`config.mk`:
```
export PLATFORM = sky130hd
export DESIGN_NAME = mc_core
export DESIGN_NICKNAME = d
export VERILOG_FILES = /design/src/rtl/mc_core.sv
export SDC_FILE = /design/constraint.sdc
export NUM_CORES = 1
export LEC_CHECK = 0
export BUFFER_PORTS_ARGS = -buffer_cell sky130_fd_sc_hd__clkbuf_2
export CAP_MARGIN = 20
export CELL_PAD_IN_SITES_DETAIL_PLACEMENT = 1
export CELL_PAD_IN_SITES_GLOBAL_PLACEMENT = 2
export CORE_MARGIN = 2
export CORE_UTILIZATION = 33
export CTS_CLUSTER_DIAMETER = 150
export DETAILED_ROUTE_END_ITERATION = 7
export GPL_ROUTABILITY_DRIVEN = 1
export PLACE_DENSITY_LB_ADDON = 0.1
export SLEW_MARGIN = 20
export SYNTH_ARGS = -nofsm -noshare
export SYNTH_HDL_FRONTEND = slang
export SYNTH_SLANG_ARGS = --single-unit
```
`constraint.sdc`:
```
create_clock -name CLK -period 4.2 [get_ports CLK]
set_clock_uncertainty 0.1 [all_clocks]
set_input_delay 0.42 -clock CLK [delete_from_list [all_inputs] [get_ports CLK]]
set_output_delay 0.42 -clock CLK [all_outputs]
set_load 0.01 [all_outputs]
```
`src/rtl/mc_core.sv`:
```
// mc_core: multi-cycle register/register core. It fetches from a registered
// instruction ROM and reaches data memory through a req/ack port that tolerates wait states.
module mc_core #(
    parameter int W  = 8,
    parameter int D  = 3,
    parameter int PW = 10,
    parameter int CW = 16
) (
    input  logic             CLK,
    input  logic             reset_n,
    input  logic             start,
    output logic [PW-1:0]    imem_addr,
    input  logic [3+2*D-1:0] imem_data,
    output logic             dmem_req,
    output logic             dmem_we,
    output logic [W-1:0]     dmem_addr,
    output logic [W-1:0]     dmem_wdata,
    input  logic             dmem_ack,
    input  logic [W-1:0]     dmem_rdata,
    output logic             halt,
    output logic             busy,
    output logic [CW-1:0]    cycle_ct,
    output logic [CW-1:0]    instr_ct,
    output logic [2:0]       dbg_state
);
    localparam int IW = 3 + 2 * D;
    localparam int NR = 1 << D;

    typedef enum logic [2:0] {
        S_IDLE  = 3'd0,
        S_FETCH = 3'd1,
        S_EXEC  = 3'd2,
        S_MEM   = 3'd3,
        S_HALT  = 3'd4
    } state_t;

    localparam logic [2:0] OP_ADD = 3'b000;
    localparam logic [2:0] OP_SUB = 3'b001;
    localparam logic [2:0] OP_AND = 3'b010;
    localparam logic [2:0] OP_XOR = 3'b011;
    localparam logic [2:0] OP_SHL = 3'b100;
    localparam logic [2:0] OP_BZ  = 3'b101;

    state_t         state_q, state_d;
    logic [PW-1:0]  pc_q, pc_d;
    logic           c_q, c_d;
    logic [W-1:0]   regs_q [NR];
    logic [W-1:0]   regs_d [NR];
    logic [CW-1:0]  cycle_ct_q, cycle_ct_d;
    logic [CW-1:0]  instr_ct_q, instr_ct_d;
    logic           halt_q, halt_d;
    logic           busy_q, busy_d;
    logic           req_q, req_d;
    logic           we_q, we_d;
    logic [W-1:0]   addr_q, addr_d;
    logic [W-1:0]   wdata_q, wdata_d;
    logic [D-1:0]   ld_ra_q, ld_ra_d;

    logic [2:0]     op;
    logic [D-1:0]   ra, rb;
    logic [W-1:0]   ra_val, rb_val;
    logic [W:0]     add_sum;
    logic [PW-1:0]  pc_inc, br_off;
    logic [CW-1:0]  instr_inc;

    assign op      = imem_data[IW-1 -: 3];
    assign ra      = imem_data[2*D-1 -: D];
    assign rb      = imem_data[D-1:0];
    assign ra_val  = regs_q[ra];
    assign rb_val  = regs_q[rb];
    assign add_sum = {1'b0, ra_val} + {1'b0, rb_val} + {{W{1'b0}}, c_q};
    assign pc_inc  = pc_q + PW'(1);
    assign br_off  = {{(PW-D){rb[D-1]}}, rb};
    // Counters stick at all-ones rather than wrapping.
    assign instr_inc = (&instr_ct_q) ? instr_ct_q : instr_ct_q + CW'(1);

    always_comb begin
        state_d    = state_q;
        pc_d       = pc_q;
        c_d        = c_q;
        regs_d     = regs_q;
        cycle_ct_d = cycle_ct_q;
        instr_ct_d = instr_ct_q;
        req_d      = req_q;
        we_d       = we_q;
        addr_d     = addr_q;
        wdata_d    = wdata_q;
        ld_ra_d    = ld_ra_q;

        if (busy_q && !(&cycle_ct_q)) begin
            cycle_ct_d = cycle_ct_q + CW'(1);
        end

        case (state_q)
            S_IDLE, S_HALT: begin
                if (start) begin
                    state_d    = S_FETCH;
                    pc_d       = '0;
                    c_d        = 1'b0;
                    cycle_ct_d = '0;
                    instr_ct_d = '0;
                end
            end
            S_FETCH: state_d = S_EXEC;
            S_EXEC: begin
                state_d    = S_FETCH;
                pc_d       = pc_inc;
                instr_ct_d = instr_inc;
                case (op)
                    OP_ADD: {c_d, regs_d[ra]} = add_sum;
                    OP_SUB: begin
                        regs_d[ra] = ra_val - rb_val;
                        c_d        = ra_val < rb_val;
                    end
                    OP_AND: regs_d[ra] = ra_val & rb_val;
                    OP_XOR: regs_d[ra] = ra_val ^ rb_val;
                    OP_SHL: {c_d, regs_d[ra]} = {ra_val, c_q};
                    OP_BZ: begin
                        if (rb == '0) begin
                            state_d    = S_HALT;
                            pc_d       = pc_q;
                            instr_ct_d = instr_ct_q;
                        end else if (ra_val == '0) begin
                            pc_d = pc_q + br_off;
                        end
                    end
                    default: begin
                        // LD/ST: operands are latched so the port stays stable through wait states.
                        state_d    = S_MEM;
                        pc_d       = pc_q;
                        instr_ct_d = instr_ct_q;
                        req_d      = 1'b1;
                        we_d       = op[0];
                        addr_d     = rb_val;
                        wdata_d    = ra_val;
                        ld_ra_d    = ra;
                    end
                endcase
            end
            S_MEM: begin
                if (dmem_ack) begin
                    state_d    = S_FETCH;
                    req_d      = 1'b0;
                    pc_d       = pc_inc;
                    instr_ct_d = instr_inc;
                    if (!we_q) begin
                        regs_d[ld_ra_q] = dmem_rdata;
                    end
                end
            end
            default: state_d = S_IDLE;
        endcase

        busy_d = (state_d == S_FETCH) || (state_d == S_EXEC) || (state_d == S_MEM);
        halt_d = (state_d == S_HALT);
    end

    always_ff @(posedge CLK or negedge reset_n) begin
        if (!reset_n) begin
            state_q    <= S_IDLE;
            pc_q       <= '0;
            c_q        <= 1'b0;
            for (int i = 0; i < NR; i++) begin
                regs_q[i] <= '0;
            end
            cycle_ct_q <= '0;
            instr_ct_q <= '0;
            halt_q     <= 1'b0;
            busy_q     <= 1'b0;
            req_q      <= 1'b0;
            we_q       <= 1'b0;
            addr_q     <= '0;
            wdata_q    <= '0;
            ld_ra_q    <= '0;
        end else begin
            state_q    <= state_d;
            pc_q       <= pc_d;
            c_q        <= c_d;
            regs_q     <= regs_d;
            cycle_ct_q <= cycle_ct_d;
            instr_ct_q <= instr_ct_d;
            halt_q     <= halt_d;
            busy_q     <= busy_d;
            req_q      <= req_d;
            we_q       <= we_d;
            addr_q     <= addr_d;
            wdata_q    <= wdata_d;
            ld_ra_q    <= ld_ra_d;
        end
    end

    assign imem_addr  = pc_q;
    assign dmem_req   = req_q;
    assign dmem_we    = we_q;
    assign dmem_addr  = addr_q;
    assign dmem_wdata = wdata_q;
    assign halt       = halt_q;
    assign busy       = busy_q;
    assign cycle_ct   = cycle_ct_q;
    assign instr_ct   = instr_ct_q;
    assign dbg_state  = state_q;
endmodule
```
# Yosys cells after proc, flatten, opt, wreduce, memory -nomap -nowiden
# Cells that the tools add are included.
# Widths: inputs -> output; s select.
[op_classes]
order_cmp = 6
n_mux = 46
reduce_logical = 23
n_addsub = 7
bitwise = 6
eq_ne = 21
[op_table]
columns = ["operator", "n"]
rows = [
  ["$bwmux 64", 6],
  ["$pmux 64 s5", 1],
  ["$mux 64", 2],
  ["$pmux 64 s2", 1],
  ["$mux 16", 7],
  ["$bmux 8 s3", 2],
  ["$demux 8 s3", 2],
  ["$mux 8", 6],
  ["$pmux 16 s3", 1],
  ["$mux 10", 4],
  ["$add 16x1->16 const B", 2],
  ["$pmux 16 s2", 1],
  ["$reduce_and 16->1", 2],
  ["$pmux 10 s3", 1],
  ["$pmux 10 s2", 1],
  ["$eq 3x2->1 const B", 6],
  ["$eq 3x3->1 const B", 4],
  ["$ge 4x4->1 const B", 3],
  ["$not 3->4", 3],
  ["$pmux 3 s4", 1],
  ["$add 10x1->10 const B", 1],
  ["$add 10x10->10", 1],
  ["$add 8x8->9", 1],
  ["$add 9x1->9", 1],
  ["30 further kinds", 49],
]
[totals]
inputBits = 21
out_inout_bits = 65
ff_bits = 133

# Longest topological paths before layout
# Gate-level depths: netlist of run 1.
[depth]
depth_word = 9
ltp_mapped = 18

# Worst setup path after synthesis of run 1
# Ideal clock, no wire load.
[synth_path]
path_type = "input to register"
startpoint = "in imem_data[0]"
endpoint = "reg regs_q[22] (netlist bit)"
arrival_ps = 4337
path_buffers = 3
setup_ps = 64
path_stages = 13
path_slack_ps = -300
path_cell_list = "clkbuf_1 -> clkbuf_1 -> mux4_2 -> mux2i_1 -> ha_1 -> clkbuf_1 -> or2_2 -> a221oi_1 -> nor4b_1 -> a211oi_1 -> o21ai_0 -> a21oi_1 -> a21o_1"
[synth_between]
elab_chain_len = 9
elab_cells_between_ends = 15
cone_classes = "add/sub (3); mux (9); bitwise (3)"
[synth_rtl]
columns = ["item", "line_no", "text"]
rows = [
  ["from (decl)", "13", "input logic [3+2*D-1:0] imem_data,"],
  ["$not 3->4 (not written as such) (*)", "70", "assign rb_val = regs_q[rb];"],
  ["$bmux 8 s3 (*)", "70", ""],
  ["$mux 8 (not written as such) (*) (2 in a row)", "70", ""],
  ["$add 8x8->9", "71", "assign add_sum = {1'b0, ra_val} + {1'b0, rb_val} + {{W{1'b0}}, c_q};"],
  ["$add 9x1->9", "71", ""],
  ["$bwmux 64", "110", "OP_ADD: {c_d, regs_d[ra]} = add_sum;"],
  ["$pmux 64 s5 (*)", "109", "case (op)"],
  ["$pmux 64 s2 (*)", "94", "case (state_q)"],
  ["to (signal assigned)", "179", "regs_q <= regs_d;"],
  ["to (decl)", "47", "logic [W-1:0] regs_q [NR];"],
]
# Mark *: on every way between the ends. The rest lies on a longest branch, timed or not. The select of a mux whose other input is x is not followed.
# A chain may end at the register's enable or synchronous reset.

# Worst setup path after layout of run 1
[layout_path]
startpoint = "reg regs_q[26] (netlist bit)"
endpoint = "reg regs_q[21] (netlist bit)"
[layout_between]
elab_chain_len = 8
elab_cells_between_ends = 13
cone_classes = "add/sub (3); mux (10)"
[layout_rtl]
columns = ["item", "line_no", "text"]
rows = [
  ["$bmux 8 s3 (*)", "69", "assign ra_val = regs_q[ra];"],
  ["$mux 8 (not written as such) (*) (2 in a row)", "69", ""],
  ["net ra_val[2]", "61", "logic [W-1:0] ra_val, rb_val;"],
  ["$add 8x8->9", "71", ""],
  ["$add 9x1->9", "71", ""],
  ["$bwmux 64", "110", ""],
  ["$pmux 64 s5 (*)", "109", ""],
  ["$pmux 64 s2 (*)", "94", ""],
]
# Mark *: on every way through the listed nets, which the timed path passes. The rest lies on a longest branch. The select of a mux whose other input is x is not followed.

==> impl_results.md, run 1 <==
* Run status: finished, violations left
* Failing checks: design-rule violations
* Clk sinks at 133
* Least-Margin Pin Slew at 974 ps
* Vias in the first global route at 12,200
* Cell area after layout at 0.0130 mm2
* Buffers & Inverters on Critical Path at 3
* Port Buffer Count at 85
* Top cell by count, worst path: buf_4
* Clock Tree Buf Depth at 2
* Cell count after placement at 1,916
* Synth top area cells: dfrtp_1, a21oi_1, o21ai_0, nor2_1, nand2_1
* Post-synth EDFFs at 0
* Worst-path clk slew at 70 ps
* Final worst-path cycle share at 0.947
* Die Width at 186 um
* Worst Setup SP: regs_q[26]
* Top Family by Delay on Critical Path: compound AO/OA/AOI/OAI gates
* Leakage at 5.54 nW
* Ys async rst share at 1.00
* DR pass1 iterations at 8
* Main synth FF type: dfrtp_1
* WHS at 162 ps
* Dpl ws at -75.3 ps
* Syn Nets at 1,445
* Die Footprint at 0.0347 mm2
* Slew Viols, Final at 0
* Largest net degree at the start of global routing at 86
* Critical-path top delay cell: ha_1
* CP Capture Type: flip-flop
* Final hold violations at 0
* Min-delay src: dmem_ack
* Detailed Place HPWL at 39,200 um
* Vias per inst at 6.13
* Routed length per placed instance at 26.8 um
* ANT nets after route at 0
* Top cell type by total area after synthesis: dfrtp_1
* FF+latch count, synth at 133
* Reg-to-reg critical path startpoint: regs_q[26]
* CTS HTree Levels at 4
* Yosys Warn Count at 0
* Max IR drop VDD at 376 uV
* Worst path arrival time at 4170 ps
* Mapped Cells at 1,392
* Layout cell share with drive strength beyond 1 at 0.193
* TritonCTS clock tree: done
* Final setup fails at 0
* RSZ-0062 raised after global routing: false
* Nets@finish at 1,547
* Global route overflow at 0
* CTS Buf Count at 17
* Worst Setup Start Kind: flip-flop
* CP Max Fanout at 9
* First-pass GRT wire length at 79,200 um
* Max Cap Viol at 0
* Clk_lat worst skew at 460 ps
* Via count at 12,000
* IO Pins at 86
* CP Class: flip-flop to flip-flop
* Total Routing Usage GR at 0.303
* Min-delay worst type: primary input to flip-flop
* Crit path cell chain: mux2_4 > a221o_1 > a221oi_2 > inv_1 > ha_1 > o21a_1 > a311oi_1 > buf_4 > xor2_1 > buf_4 > a21oi_1 > o41ai_1 > a41oi_1
* Final worst path period need at 3980 ps
* Highest Clock Rate at 0.251 GHz
* Yosys cell types at 74
* GP Congestion at 0.993
* Rel. slew slack at 0.349
* Final std cells w/o fill at 1,949
* Seq/Total Area, Yosys at 0.303
* Ant diodes at 0
* # rows at 66
* Area delta synth->final at 18.2%
* Initial Utilization at 0.336
* Starting DRT DRC Count at 979
* Final WL at 52,200 um
* CP peak stage delay at 430 ps
* Top cell type's share of synthesized area at 0.303
* Total power draw at 8.74 mW
* Core Box Area at 0.0326 mm2
* Average size of a mapped cell at 7.88 um2
* Initial antenna violation count at 0
* Root Driver: clkbuf_16
* Die Ht at 186 um
* Drt drc at 3
* Placed cell area at 0.0124 mm2
* Post-synthesis cell area at 0.0110 mm2
* Worst setup margin at 223 ps
* Worst path required time at 4400 ps
* PwrDens at 674 mW/mm2
==> sequential cells by signal, indices dropped and copies added (netlist names) <==
signal      count
dbg_state       3
instr_ct       16
cycle_ct       16
dmem_addr       8
regs_q         64
dmem_wdata      8
busy            1
imem_addr      10
c_q             1
dmem_we         1
ld_ra_q         3
halt            1
dmem_req        1
==> cells in the mapped netlist (all sizes together) (15+ instances only) <==
master,count
nor2,152
xnor2,15
nand2,131
a31oi,47
nor3,27
buf,15
a41oi,15
ha,28
mux4,20
inv,35
nand3,38
nor2b,15
a21oi,171
xor2,23
dfrtp,133
mux2,19
clkbuf,95
o21ai,130
o31ai,22
==> worst register-to-register path: stages (launching register included) <==
cell	delay [ps]
dfrtp_1	420
mux2_4	280
a221o_1	370
a221oi_2	370
inv_1	120
ha_1	430
o21a_1	190
a311oi_1	330
buf_4	190
xor2_1	190
buf_4	200
a21oi_1	80
o41ai_1	330
a41oi_1	220
==> area by class of cell <==
type	instances	area, um2
fill	3982	19700
multi-input combinational	1114	7130
sequential	133	3330
timing repair buffer	193	1260
tap	442	553
clock buffer	17	425
clock inverter	15	138
inverter	35	131
==> power breakdown <==
part	switching, mW	internal (mW)	total, mW	leakage [nW]
clock network	0.739	0.784	1.52	0.275
registers	0.557	1.72	2.27	1.71
logic	3.14	1.80	4.94	3.56
total	4.44	4.30	8.74	5.54
==> kinds of logic (layout without fill, tap and decap cells) <==
family,count (synthesis),in the layout,share of synthesized area
mux,53,53,0.0747
buf+inv,145,260,0.0522
compound gates,521,521,0.296
simple gates,470,470,0.204
flops,133,133,0.303
fa+ha+maj,32,32,0.0392
xor+xnor,38,38,0.0303
==> timing repair <==
| item | CTS | global route |
|---|---|---|
| endpoints found under the hold margin | 29 | 0 |
| setup buffers | 0 | 0 |
| gates resized for setup | 0 | 1 |
| setup endpoints to repair | 0 | 1 |
| hold buffers | 1 | 0 |
==> final timing paths <==
check	slack (ps)	endpoint	cells past startpoint
max in group asynchronous	2500	dmem_addr[1]	3
setup / recovery	220	regs_q[21]	13
hold / removal	160	dmem_req	3
setup reg to reg	220	regs_q[21]	13
hold reg to reg	390	dmem_req	1
min in group asynchronous	520	instr_ct[5]	2
==> cells in the final DEF, fill, tap and decap left out, types with 8 or more instances in the layout <==
cell,count
a211oi_2,8
a21oi_1,171
a31oi_1,47
a41oi_1,15
and2_1,11
and3_1,14
buf_4,106
clkbuf_16,17
clkbuf_2,84
dfrtp_1,133
ha_1,28
inv_1,35
mux2_2,17
mux2i_1,14
mux4_2,18
nand2_1,131
nand2b_1,14
nand3_1,38
nand3b_1,9
nand4_1,10
nor2_1,151
nor2b_1,14
nor3_1,24
nor4_1,8
o211ai_1,9
o21a_1,9
o21ai_0,130
o221ai_1,11
o22ai_1,14
o31ai_1,21
or2_2,8
or3_1,14
xnor2_1,15
xor2_1,23
==> routing by layer <==
layer  wire [um]  vias to the layer above  GRT usage  part of all wire
li1            -                     5377          -                 -
met1       22800                     6102      0.397              0.44
met2       24500                      372      0.494              0.47
met3        2620                      105     0.0498             0.050
met4        2250                        0      0.133             0.043
met5           0                        -          0                 0
==> stage by stage <==
stage | TNS [ps] | util
5_1_grt | 0 | 0.398
2_1_floorplan | 0 | -
3_5_place_dp | -309 | 0.380
4_1_cts | 0 | 0.397
6_report | 0 | 0.398
3_3_place_gp | -4.08 | 0.380
Note: power is estimated with default switching activity, not from simulation.
==> inputs of run 2 (changes only) <==
Settings changed: PLACE_DENSITY_LB_ADDON 0.1 to 0.2, RECOVER_POWER set to 50.
==> impl_results.md, run 2 (synthesis results as in run 1) <==
* Initial Utilization at 0.336 (unchanged)
* Core Util, Final at 0.397 (about the same)
* Crit path cell chain: mux2_4 > a221o_1 > a221oi_2 > buf_4 > inv_1 > ha_1 > nor2b_1 > o31a_1 > o31a_1 > nor3_1 > buf_4 > o21ai_0 > a41o_1 > a41oi_1
* Leakage at 5.37 nW (-3.1%)
* Min-delay src: dmem_rdata[6]
* Die Footprint at 0.0347 mm2 (unchanged)
* Port Buffer Count at 85 (unchanged)
* Clk_lat worst skew at 460 ps (about the same)
* Routed length per placed instance at 26.9 um (+0.31%)
* Vias in the first global route at 12,100 (-0.43%)
* PwrDens at 702 mW/mm2 (+4.2%)
* Hold buffers post-CTS at 1 (unchanged)
* Area delta synth->final at 18.1% (about the same)
* Final worst path period need at 3950 ps (-31.5 ps)
* TritonCTS clock tree: done
* ANT nets after route at 0 (unchanged)
* Final setup fails at 0 (unchanged)
* Reg-to-reg critical path startpoint: regs_q[26]
* Drt drc at 0 (-3)
* Postcts setup bufs at 0 (unchanged)
* Clk sinks at 133 (unchanged)
* Top reg by flops: regs_q
* Final WL at 52,300 um (+0.21%)
* CTS Buf Count at 17 (unchanged)
* Final worst-path cycle share at 0.939 (-0.00749)
* Slew Viols, Final at 86 (+86)
* Nets@finish at 1,546 (-0.065%)
* Root Driver: clkbuf_16
* Worst setup margin at 254 ps (+31.5 ps)
* Global route overflow at 0 (unchanged)
* Worst path required time at 4470 ps (+70 ps)
* RSZ-0062 raised after global routing: false
* DR pass1 iterations at 5 (-3)
* Worst-path clk slew at 70 ps (about the same)
* Critical-path top delay cell: dfrtp_1
* Core Box Area at 0.0326 mm2 (unchanged)
* Most common cell after layout, fill and taps aside: a21oi_1
* Post-cts sizing count at 0 (unchanged)
* Total Routing Usage GR at 0.301 (-0.00245)
* Most frequent cells in the layout: a21oi_1, nor2_1, dfrtp_1, nand2_1, o21ai_0
* GP Congestion at 0.945 (-4.8%)
* Worst path arrival time at 4220 ps (+50 ps)
* IO Pins at 86 (unchanged)
* Vias per inst at 6.23 (+1.6%)
* Max IR drop VDD at 367 uV (-2.3%)
* # rows at 66 (unchanged)
* Dpl ws at 121 ps (+196 ps)
* CP Class: flip-flop to flip-flop
* Die Ht at 186 um (unchanged)
* Largest net degree at the start of global routing at 87 (+1.2%)
* Initial antenna violation count at 0 (unchanged)
* Max FFs per register at 64 (unchanged)
* Final hold violations at 0 (unchanged)
* First-pass GRT wire length at 78,700 um (-0.65%)
* Detailed Place HPWL at 38,300 um (-2.2%)
* Clock Tree Buf Depth at 2 (unchanged)
* CP peak stage delay at 430 ps (about the same)
* Starting DRT DRC Count at 1,069 (+9.2%)
* Min-delay worst type: primary input to flip-flop
* Layout cell share with drive strength beyond 1 at 0.152 (-0.0409)
* # fillers at 3,988 (+0.15%)
* Worst Setup Start Kind: flip-flop
* Buffers & Inverters on Critical Path at 3 (unchanged)
* Max Cap Viol at 1 (+1)
* Run status: finished, violations left
* Ant diodes at 0 (unchanged)
* Failing checks: max-capacitance violations, max-slew violations
* Setup_tns at 0 ps (unchanged)
* Highest Clock Rate at 0.253 GHz (+0.80%)
* Worst Setup SP: regs_q[26]
* Die Width at 186 um (unchanged)
* Via count at 12,100 (+1.5%)
* Rel. slew slack at -0.530 (-0.879)
* Top Family by Delay on Critical Path: compound AO/OA/AOI/OAI gates
* CP Max Fanout at 8 (-1)
* CTS HTree Levels at 4 (unchanged)
* CP Capture Type: flip-flop
* Total power draw at 9.10 mW (+4.1%)
* Least-Margin Pin Slew at 2290 ps (+1320 ps)
run 2: report_power, final:
part	leakage [nW]	total, mW	switching (mW)	internal [mW]
logic	3.38	5.26	3.33	1.92
registers	1.71	2.28	0.563	1.72
clock network	0.277	1.57	0.687	0.879
total	5.37	9.10	4.58	4.52
run 2: worst paths after layout:
check / endpoint / slack (ps) / cells after the start
worst max-delay path: regs_q[6] / 250 / 14
worst min-delay path: regs_q[22] / 260 / 4
worst max register to register: regs_q[6] / 250 / 14
worst min register to register: dmem_req / 400 / 1
max in group asynchronous: regs_q[33] / 1550 / 2
min in group asynchronous: instr_ct[15] / 1080 / 2
run 2: area by class of cell:
cell class	instances	area [um2]	share of cell area
clock buffer	18	429	0.0331
clock inverter	13	150	0.0116
inverter	35	131	0.0101
multi-input combinational	1114	7130	0.550
sequential	133	3330	0.257
tap	442	553	0.0427
timing repair buffer	192	1240	0.0960
run 2: per-layer routing:
layer / vias up / GRT usage / share of wire
li1: 5390 / - / -
met2: 516 / 0.465 / 0.45
met3: 135 / 0.0587 / 0.068
met1: 6098 / 0.393 / 0.42
met4: 0 / 0.170 / 0.058
met5: - / 0 / 0
run 2: tightest hold or removal path, delay by kind of cell:
kind | cells | cell delay [ps]
AO/OA/AOI/OAI | 2 | 170
buffers and inverters | 1 | 130
AND/OR/NAND/NOR | 1 | 70
run 2: through the flow:
step                std cells  area, um2  hold WS (ps)
floorplan                1392      11000          24.4
global placement         1914      12400           373
detailed placement       1915      12500           399
CTS                      1947      13000           234
global route             1947      13000           256
finish                   1947      13000           258
==> inputs of run 3 (changes only) <==
Settings changed: CORE_UTILIZATION 33 to 37.
Clock period 4.2 ns to 4 ns, I/O delays scaled along.
==> impl_results.md, run 3 (synthesis results as in run 1) <==
* Setup_tns at 0 ps (unchanged)
* Total Routing Usage GR at 0.340 (+0.0394)
* Area delta synth->final at 18.9%
* ANT nets after route at 0 (unchanged)
* Max IR drop VDD at 386 uV (+5.1%)
* Die Footprint at 0.0310 mm2 (-11%)
* Max FFs per register at 64 (unchanged)
* Final WL at 52,200 um (-0.14%)
* Final setup fails at 0 (unchanged)
* Initial antenna violation count at 0 (unchanged)
* Drt drc at 0 (unchanged)
* Layout cell share with drive strength beyond 1 at 0.160 (+0.00829)
* Global route overflow at 0 (unchanged)
* Final hold violations at 0 (unchanged)
* Port Buffer Count at 85 (unchanged)
* Clock Tree Buf Depth at 2 (unchanged)
* Ant diodes at 0 (unchanged)
* Final std cells w/o fill at 1,917 (-1.5%)
* Largest net degree at the start of global routing at 79 (-9.2%)
* Routed length per placed instance at 27.3 um (+1.4%)
* Starting DRT DRC Count at 1,205 (+13%)
* Clk_lat worst skew at 450 ps (about the same)
* Crit path cell chain: mux2_4 > a221o_1 > a221oi_2 > buf_4 > inv_1 > ha_1 > o21a_1 > nor2_1 > xnor2_1 > a21oi_1 > o31ai_1 > a41oi_1
* Met2 WL at 24,300 um (+3.2%)
* Worst path arrival time at 3980 ps (-240 ps)
* RSZ-0062 raised after global routing: false
* Run status: finished, violations left
* CP Max Fanout at 8 (unchanged)
* CP Class: flip-flop to flip-flop
* Die Width at 176 um (-5.4%)
* CP peak stage delay at 790 ps (+360 ps)
* Sw Share at 0.498 (-0.00529)
* # fillers at 3,604 (-9.6%)
* # rows at 63 (-4.5%)
* Most common cell after layout, fill and taps aside: a21oi_1
* Postcts setup bufs at 0 (unchanged)
* Top reg by flops: regs_q
* Failing checks: max-capacitance violations, max-slew violations
* Detailed Place HPWL at 38,400 um (+0.27%)
* CTS Buf Count at 17 (unchanged)
* Clock power share at 0.180 (+0.008)
* First-pass GRT wire length at 79,200 um (+0.73%)
* Cell count after placement at 1,884 (-1.6%)
* Most frequent cells in the layout: a21oi_1, nor2_1, dfrtp_1, nand2_1, o21ai_0
* DR pass1 iterations at 5 (unchanged)
* Internal at 4.78 mW (+5.7%)
* Highest Clock Rate at 0.264 GHz (+4.1%)
* Placed cell area at 0.0125 mm2 (+0.68%)
* Vias per inst at 6.44 (+3.2%)
* Share of power burned in registers at 0.249 (-0.002)
* Worst-path clk slew at 70 ps (about the same)
* Initial Utilization at 0.373 (+0.0368)
* Worst Setup Start Kind: flip-flop
* Leakage at 5.46 nW (+1.7%)
* Total power draw at 9.52 mW (+4.6%)
* Root Driver: clkbuf_16
* Max Cap Viol at 1 (unchanged)
* Nets@finish at 1,567 (+1.4%)
* Die Ht at 176 um (-5.4%)
* Min-delay worst type: primary input to flip-flop
* GP Congestion at 0.974 (+3.1%)
* PwrDens at 730 mW/mm2 (+3.9%)
* Vias in the first global route at 12,600 (+3.8%)
* Switching pwr at 4.74 mW (+3.5%)
* CP Capture Type: flip-flop
* Worst path required time at 4190 ps (-280 ps)
* TritonCTS clock tree: done
* Cell area after layout at 0.0130 mm2 (+0.68%)
* WHS at 164 ps (-94.0 ps)
* CTS HTree Levels at 4 (unchanged)
* Gate power share at 0.571 (-0.006)
* Met3 routed WL at 3180 um (-11%)
* Final worst path period need at 3790 ps (-157 ps)
* Critical-path top delay cell: xnor2_1
* Via count at 12,300 (+1.6%)
* Max layer used: met4
* Least-Margin Pin Slew at 2090 ps (-203 ps)
* Slew Viols, Final at 79 (-8.1%)
* Core Box Area at 0.0294 mm2 (-9.9%)
* Final worst-path cycle share at 0.947 (+0.00783)
* Rel. slew slack at -0.394 (+0.135)
* IO Pins at 86 (unchanged)
* Clk sinks at 133 (unchanged)
* Routed length on met1 at 22,100 um (-0.56%)
run 3: power groups by stage:
stage	registers [mW]	clock network (mW)	logic [mW]
3_3_place_gp	2.35	0	5.25
6_report	2.37	1.71	5.44
2_1_floorplan	2.20	0	3.06
4_1_cts	2.35	1.72	5.40
3_5_place_dp	2.36	0	5.35
5_1_grt	2.42	1.78	5.84
run 3: metrics by stage:
step	utilization	worst slack (ps)
after floorplan	-	-57.6
after global placement	0.426	10.3
after detailed placement	0.426	-57.6
after CTS	0.447	223
after global routing	0.444	50.1
final	0.444	211
run 3: path summary, 6_finish.rpt:
check                           start     endpoint  slack (ps)  cells past startpoint
max                        regs_q[26]   regs_q[19]         210                     12
min                          dmem_ack     dmem_req         160                      3
max reg2reg                regs_q[26]   regs_q[19]         210                     12
min reg2reg                  dmem_req     dmem_req         390                      1
max in group asynchronous     reset_n    regs_q[4]         770                      3
min in group asynchronous     reset_n  instr_ct[3]         990                      2
run 3: final cells by class:
cell class,instances,area (um2),share of cell area
repair buffers,213,1370,0.105
clock buffers,18,429,0.0329
clock inverters,14,174,0.0133
multi-input cells,1114,7130,0.546
inverters,35,131,0.0101
flip-flops and latches,133,3330,0.255
well taps,390,488,0.0374
run 3: repair_timing:
action	in CTS	in global routing
gates resized for setup	0	0
endpoints found under the hold margin	77	0
hold buffers	1	0
run 3: per-layer routing:
layer / up-vias / track usage
li1: 5419 / -
met1: 6218 / 0.450
met2: 563 / 0.550
met3: 137 / 0.0418
met4: 0 / 0.170
met5: - / 0
run 3: critical path: cells and delay by family, from the launching register on:
family / cells / cell delay (ps)
AOI/OAI and AO/OA: 6 / 1360
and+or+nand+nor: 1 / 60
buffers and inverters: 2 / 220
DFF: 1 / 430
muxes: 1 / 290
adders and majority gates: 1 / 390
xor gates and xnor gates: 1 / 790
